==> src/rtl/mem_map_pkg.sv <==
// Shared address map bounds, region and FSM state types for the memory controller.
package mem_map_pkg;

   localparam logic [7:0] ROM_TOP_DEF  = 8'd127;
   localparam logic [7:0] RAM_BASE_DEF = 8'd128;
   localparam logic [7:0] RAM_TOP_DEF  = 8'd223;

   typedef enum logic [1:0] {
      REGION_ROM,
      REGION_RAM,
      REGION_UNMAPPED
   } region_e;

   typedef enum logic [1:0] {
      IDLE,
      ACCESS,
      CAPTURE,
      RESP
   } state_e;

endpackage

==> src/rtl/mem_addr_decode.sv <==
// Combinational byte address to memory region decode.
module mem_addr_decode
   import mem_map_pkg::*;
#(
   parameter logic [7:0] ROM_TOP  = ROM_TOP_DEF,
   parameter logic [7:0] RAM_BASE = RAM_BASE_DEF,
   parameter logic [7:0] RAM_TOP  = RAM_TOP_DEF
) (
   input  logic [7:0] addr_i,
   output region_e    region_o
);

   always_comb begin
      region_o = REGION_UNMAPPED;
      if (addr_i <= ROM_TOP) begin
         region_o = REGION_ROM;
      end else if ((addr_i >= RAM_BASE) && (addr_i <= RAM_TOP)) begin
         region_o = REGION_RAM;
      end
   end

endmodule

==> src/rtl/mem_ctrl.sv <==
// Single-request memory controller: CPU valid/ready request in, ROM/RAM access, one response out.
// Define MEM_CTRL_ERR_EN to report ROM writes and unmapped accesses on rsp_err.
module mem_ctrl
   import mem_map_pkg::*;
#(
   parameter logic [7:0] ROM_TOP  = ROM_TOP_DEF,
   parameter logic [7:0] RAM_BASE = RAM_BASE_DEF,
   parameter logic [7:0] RAM_TOP  = RAM_TOP_DEF
) (
   input  logic       clk,
   input  logic       reset,
   input  logic       req_valid,
   output logic       req_ready,
   input  logic       req_we,
   input  logic [7:0] req_addr,
   input  logic [7:0] req_wdata,
   output logic       rsp_valid,
   input  logic       rsp_ready,
   output logic [7:0] rsp_rdata,
   output logic       rsp_err,
   output logic       ram_we,
   output logic [7:0] ram_address,
   output logic [7:0] ram_data_in,
   input  logic [7:0] ram_data_out,
   input  logic [7:0] rom_data_out
);

   state_e     state_q,  state_d;
   logic       we_q,     we_d;
   logic [7:0] addr_q,   addr_d;
   logic [7:0] wdata_q,  wdata_d;
   region_e    region_q, region_d;
   logic [7:0] rdata_q,  rdata_d;
   region_e    req_region;
`ifdef MEM_CTRL_ERR_EN
   logic       err_q,    err_d;
`endif

   mem_addr_decode #(
      .ROM_TOP  (ROM_TOP),
      .RAM_BASE (RAM_BASE),
      .RAM_TOP  (RAM_TOP)
   ) u_decode (
      .addr_i   (req_addr),
      .region_o (req_region)
   );

   always_ff @(posedge clk or posedge reset) begin
      if (reset) begin
         state_q  <= IDLE;
         we_q     <= 1'b0;
         addr_q   <= '0;
         wdata_q  <= '0;
         region_q <= REGION_ROM;
         rdata_q  <= '0;
`ifdef MEM_CTRL_ERR_EN
         err_q    <= 1'b0;
`endif
      end else begin
         state_q  <= state_d;
         we_q     <= we_d;
         addr_q   <= addr_d;
         wdata_q  <= wdata_d;
         region_q <= region_d;
         rdata_q  <= rdata_d;
`ifdef MEM_CTRL_ERR_EN
         err_q    <= err_d;
`endif
      end
   end

   // ram_we is decoded from state so an asynchronous reset drops it immediately.
   always_comb begin
      state_d   = state_q;
      we_d      = we_q;
      addr_d    = addr_q;
      wdata_d   = wdata_q;
      region_d  = region_q;
      rdata_d   = rdata_q;
`ifdef MEM_CTRL_ERR_EN
      err_d     = err_q;
`endif
      req_ready = 1'b0;
      rsp_valid = 1'b0;
      ram_we    = 1'b0;

      case (state_q)
         IDLE: begin
            req_ready = 1'b1;
            if (req_valid) begin
               we_d     = req_we;
               addr_d   = req_addr;
               wdata_d  = req_wdata;
               region_d = req_region;
               rdata_d  = '0;
`ifdef MEM_CTRL_ERR_EN
               err_d    = 1'b0;
`endif
               state_d  = ACCESS;
            end
         end
         ACCESS: begin
            if (we_q && (region_q == REGION_RAM)) begin
               ram_we  = 1'b1;
               state_d = RESP;
            end else if (!we_q && (region_q != REGION_UNMAPPED)) begin
               state_d = CAPTURE;
            end else begin
`ifdef MEM_CTRL_ERR_EN
               err_d   = 1'b1;
`endif
               state_d = RESP;
            end
         end
         CAPTURE: begin
            rdata_d = (region_q == REGION_RAM) ? ram_data_out : rom_data_out;
            state_d = RESP;
         end
         RESP: begin
            rsp_valid = 1'b1;
            if (rsp_ready) begin
               state_d = IDLE;
            end
         end
         default: state_d = IDLE;
      endcase
   end

   assign ram_address = addr_q;
   assign ram_data_in = wdata_q;
   assign rsp_rdata   = rdata_q;
`ifdef MEM_CTRL_ERR_EN
   assign rsp_err     = err_q;
`else
   assign rsp_err     = 1'b0;
`endif

endmodule

==> config.mk <==
export PLATFORM = sky130hd
export DESIGN_NAME = mem_ctrl
export DESIGN_NICKNAME = d
export VERILOG_FILES = /design/src/rtl/mem_map_pkg.sv /design/src/rtl/mem_addr_decode.sv /design/src/rtl/mem_ctrl.sv
export SDC_FILE = /design/constraint.sdc
export NUM_CORES = 1
export LEC_CHECK = 0
export BUFFER_PORTS_ARGS = -buffer_cell sky130_fd_sc_hd__buf_4
export CORE_ASPECT_RATIO = 1.75
export CORE_MARGIN = 2
export CORE_UTILIZATION = 44
export DETAILED_ROUTE_END_ITERATION = 10
export MAX_ROUTING_LAYER = met4
export PLACE_DENSITY = 0.79
export SYNTH_ARGS = -nofsm -noshare
export SYNTH_HDL_FRONTEND = slang
export SYNTH_SLANG_ARGS = --single-unit
==> constraint.sdc <==
create_clock -name clk -period 1.9 [get_ports clk]
set_clock_uncertainty 0.1 [all_clocks]
set_input_delay 0.095 -clock clk [delete_from_list [all_inputs] [get_ports clk]]
set_output_delay 0.095 -clock clk [all_outputs]
set_load 0.05 [all_outputs]
-- Yosys cells after proc, flatten, opt, wreduce, memory -nomap -nowiden
Cells that the tools add are included.
- order comparisons: 3
- equal/unequal tests: 7
- mux-type cells: 14
- reductions and logical operators: 9
- operator list (kind ; number):
    2-to-1 mux 8 bit ; 2
    one-hot mux 8 bit (2 select lines) ; 1
    >= comparator 8 bit, second input constant ; 1
    less-or-equal comparator 8 x 7 -> 1 bit, second input constant ; 1
    less-or-equal comparator 8 bit, second input constant ; 1
    2-to-1 mux 2 bit ; 4
    one-hot mux 2 bit (4 select lines) ; 1
    2-to-1 mux 1 bit ; 6
    inequality test 2 bit, second input constant ; 3
    AND reduction 2 bit ; 3
    == test 2 x 1 -> 1 bit, second input constant ; 2
    == test 2 bit, second input constant ; 2
    logical AND 1 bit ; 3
    logical NOT 2 bit ; 1
    nonzero test 2 bit ; 1
    logical NOT 1 bit ; 1
- bits in registers: 29
- output and inout bits: 28
- logic and storage cells: 39

-- Depth between registers and ports, before layout
- depth after elaboration: 5
- gate-level depth with buffers: 6
- depth with buffers taken out: 5

-- Cells and area by module
From an unflattened synthesis, not the netlist that was laid out.
- cells, all modules: 101
- area total of the unflattened synthesis: 1302.5 µm²
- modules (own cells, without submodules) (module ; times used ; cells each ; area an instance (µm²) ; seq. area each (µm²)):
    mem_ctrl ; 1 ; 99 ; 1285.0 ; 725.7
    mem_addr_decode ; 1 ; 2 ; 17.5 ; 0.0

-- Worst setup path after synthesis
Ideal clock, no wire load.
- kind: reg2reg
- start point: reg state_q[0]
- end point: reg rdata_q[0], in the netlist rsp_rdata[0]
- library setup time: 83 ps
- arrival time: 1689 ps
- data required time: 1717 ps
- slack: 29 ps
- stages on the path, launching flop included: 6
- buffers on the path: 0
- cell sequence: dfrtp_1 -> inv_1 -> ha_1 -> mux2i_1 -> nand2_1 -> o21ai_0
- word-level cells in the longest chain between the ends: 3
- elaborated cells on any way between the ends: 6
- those cells by class: 2 x eq/ne; 1 x mux; 3 x reduce/logical
- RTL lines (what ; RTL line ; RTL):
    start, declared ; mem_ctrl.sv:28 ; state_e state_q, state_d;
    start signal, assigned ; mem_ctrl.sv:60 ; state_q <= state_d;
    == test 2 bit / logical NOT 2 bit (equally long branches) ; mem_ctrl.sv:87 ; case (state_q)
    nonzero test 2 bit (no source line) / inequality test 2 bit (equally long branches) ; - ;
    AND reduction 2 bit (no source line) ; - ;
    end signal, assigned ; mem_ctrl.sv:65 ; rdata_q <= rdata_d;
    end, declared ; mem_ctrl.sv:33 ; logic [7:0] rdata_q, rdata_d;
Several ways; a longest one is shown, not always the timed one.
A chain may end at the register's enable or synchronous reset.

-- Worst setup path in the final report
- start point: reg state_q[0]
- end point: reg addr_q[7], in the netlist ram_address[7]
- word-level cells in the longest chain between the ends: 2
- RTL lines (what ; RTL line ; RTL):
    logical NOT 2 bit ; mem_ctrl.sv:87 ;
    AND reduction 2 bit (no source line) ; - ;
    end signal, assigned ; mem_ctrl.sv:62 ; addr_q <= addr_d;
    end, declared ; mem_ctrl.sv:30 ; logic [7:0] addr_q, addr_d;
Every way passes these cells.

==> results.cfg <==
[status]
status = finished, final reports clean

[timing]
tns_ps = 0
finalHoldViolCount = 0
period_share_pct = 94.4
slew_headroom_pct = 63.1
layout_setup_ws_ps = 107
setup_violations = 0
worstMarginPinSlew_ps = 553
fmax_ghz = 0.558
min_period_ps = 1790
final_max_slew_viol_count = 0
grt_setup_unrepaired = false

[synthesis]
ys_ff_latch = 29
synthesis.area_um2 = 1290
synth_edf_count = 0
synthTopCellsByCount = 29 x dfrtp_1, 17 x mux2_2, 11 x nand2_1
synth_ff_type = dfrtp_1
syn_inst = 103
synth.area.top_cells = dfrtp_1 56%, mux2_2 15%, mux2i_1 7.0%
synth_most_common_cell = dfrtp_1
synth_top_area_share_pct = 56.1
synthArstFlopShare_pct = 100
seq_area_frac_synth_pct = 56.1
synth-warning-count = 0
syn-num-nets = 144
syn_area_per_cell_um2 = 12.6
synth_cell_types = 21
yosysTopAreaCell = dfrtp_1

[setup_path]
endpoint_kind = flip-flop
path_max_fanout = 21
critPathRequiredTime_ps = 1970
crit_path_start = state_q[0]
reg2reg_from = state_q[0]
critical_path_class = reg2reg
start_kind = flip-flop
arrival_ps = 1860

[global_route]
gr-total-overflow = 0
antenna_found_initial = 0
grt_usage_pct = 22.8
grt_pass1_vias = 1204
grt_pass1_wl_um = 5310
grt_max_degree = 22

[flow_run]
cap_violations = 0

[clocking]
clkSinkCount = 29
clock_latency_ps = 280
cts_made_buffers = 5
hold_buffers = 18
clockRootBuffer = clkbuf_8
htree_num_levels = 2
cts_tree = done
clockBufferDepth = 2
post-cts-setup-buffers = 0
post_cts_resize_count = 0
clk_pin_slew_worst_paths_ps = 60

[final_layout]
syn_to_final_growth_pct = 58.1
antenna_cells = 0
stdcell_count = 218
final_nets = 230
layout-drive-gt1-share_pct = 48.9
final.fill_count = 225

[floorplanning]
rows = 26
core-area_um2 = 2860
fp.dieH_um = 75.7
die_area_um2 = 3410
die_w_um = 45.0
top_level_ports = 65
start_util_pct = 45.2

[power]
p_int_uw = 1990
pwr-share-seq_pct = 28.3
leakage_uw = 0.00104
p_per_area_nw_per_um2 = 1900
p_sw_share_pct = 48.8
power_frac_comb_pct = 59.1
p_switching_uw = 1900
p_clk_share_pct = 12.6
ir_worst_vdd_mv = 1.33

[route]
drt_pass1_iterations = 4
ant_nets = 0
drt-total-wl_um = 3230
viasPerCell = 5.07
drt_iter0_drc = 21
routedWlPerCell_um = 14.8
num_vias = 1106
drc = 0

[placement]
dp.cells = 192
dpl.hpwl_um = 2380
place.gp.congestion = 0.725
place_ws_ps = 111
io_buffers = 63

[hold_path]
hp-start = ram_data_out[3]
hold_class = in2reg
==> cells by family after synthesis <==
| family | after synthesis | synth area share, % |
|---|---|---|
| AOI/OAI and AO/OA | 16 | 7.16 |
| adders and majority gates | 4 | 3.87 |
| buffers and inverters | 8 | 4.06 |
| DFF | 29 | 56.1 |
| muxes | 26 | 21.8 |
| other | 1 | 0.290 |
| and+or+nand+nor | 19 | 6.77 |
==> power by group through the flow <==
| stage | clock [µW] | sequential (µW) | combinational [µW] |
|---|---|---|---|
| final | 488 | 1100 | 2300 |
| after global routing | 535 | 1140 | 2430 |
| after CTS | 505 | 1100 | 2310 |
| after detailed placement | 0 | 1100 | 2280 |
| after global placement | 0 | 1090 | 2210 |
| after floorplan | 0 | 1930 | 789 |
==> cell usage in the layout (no fill, tap or decap) <==
master         netlist  layout
mux2_2              17      17
clkinv_2             0       2
o21ai_0             10      10
ha_1                 4       4
nand3_1              1       1
nand2_1             11      11
a21oi_1              2       2
nand2b_1             3       3
nand2_2              1       1
inv_1                4       4
or2_2                1       1
conb_1               1       1
dlygate4sd3_1        0      18
dfrtp_1             29      29
nor2_1               1       1
clkinvlp_4           0       1
mux2i_1              9       9
buf_4                2      65
a31o_2               1       1
a31oi_1              1       1
a41oi_1              1       1
a22o_1               1       1
clkbuf_8             0       5
nor2b_1              1       1
==> metrics by stage <==
stage	hold slack, ps	power, µW	cell area, µm²	utilization [%]
3_3_place_gp	74.7	3290	1780	62.2
3_5_place_dp	80.1	3390	1780	62.2
6_report	22.2	3880	2050	71.5
4_1_cts	13.0	3910	2050	71.5
2_1_floorplan	73.1	2720	1290	-
5_1_grt	22.2	4110	2050	71.5
==> layer usage <==
| metal | track usage, % | part of all wire [%] | vias up |
|---|---|---|---|
| met3 | 6.40 | 8.0 | 10 |
| met2 | 40.3 | 57 | 56 |
| met1 | 21.1 | 32 | 519 |
| met4 | 12.7 | 3.2 | 0 |
| met5 | - | 0 | - |
| li1 | - | - | 521 |
==> critical path, cell delays in order (launching register included) <==
cell and delay [ps]:
dfrtp_1 420, inv_1 90, ha_1 280, nand2_2 390
mux2_2 400
==> layout make-up <==
class | count | area [µm²] | area share [%]
Inverter | 4 | 15.0 | 0.734
Clock buffer | 5 | 68.8 | 3.36
Multi-Input combinational cell | 66 | 515 | 25.2
Tap cell | 28 | 35.0 | 1.71
Clock inverter | 3 | 17.5 | 0.856
Sequential cell | 29 | 726 | 35.5
Timing Repair Buffer | 83 | 668 | 32.7
==> final timing paths <==
kind                       cells past startpoint             end  slack [ps]
min                                            3    rsp_rdata[3]          20
max in group asynchronous                      4  ram_data_in[6]         770
min in group asynchronous                      3    rsp_rdata[5]         330
max                                            4  ram_address[7]         110
min reg2reg                                    2     region_q[1]         380
max reg2reg                                    4  ram_address[7]         110
==> registers in the layout, summed over array words and instances (netlist names) <==
| register | cells |
|---|---|
| ram_address | 8 |
| ram_data_in | 8 |
| rsp_rdata | 8 |
| region_q | 2 |
| state_q | 2 |
| we_q | 1 |
No activity file was read; power rests on OpenSTA's default activity.
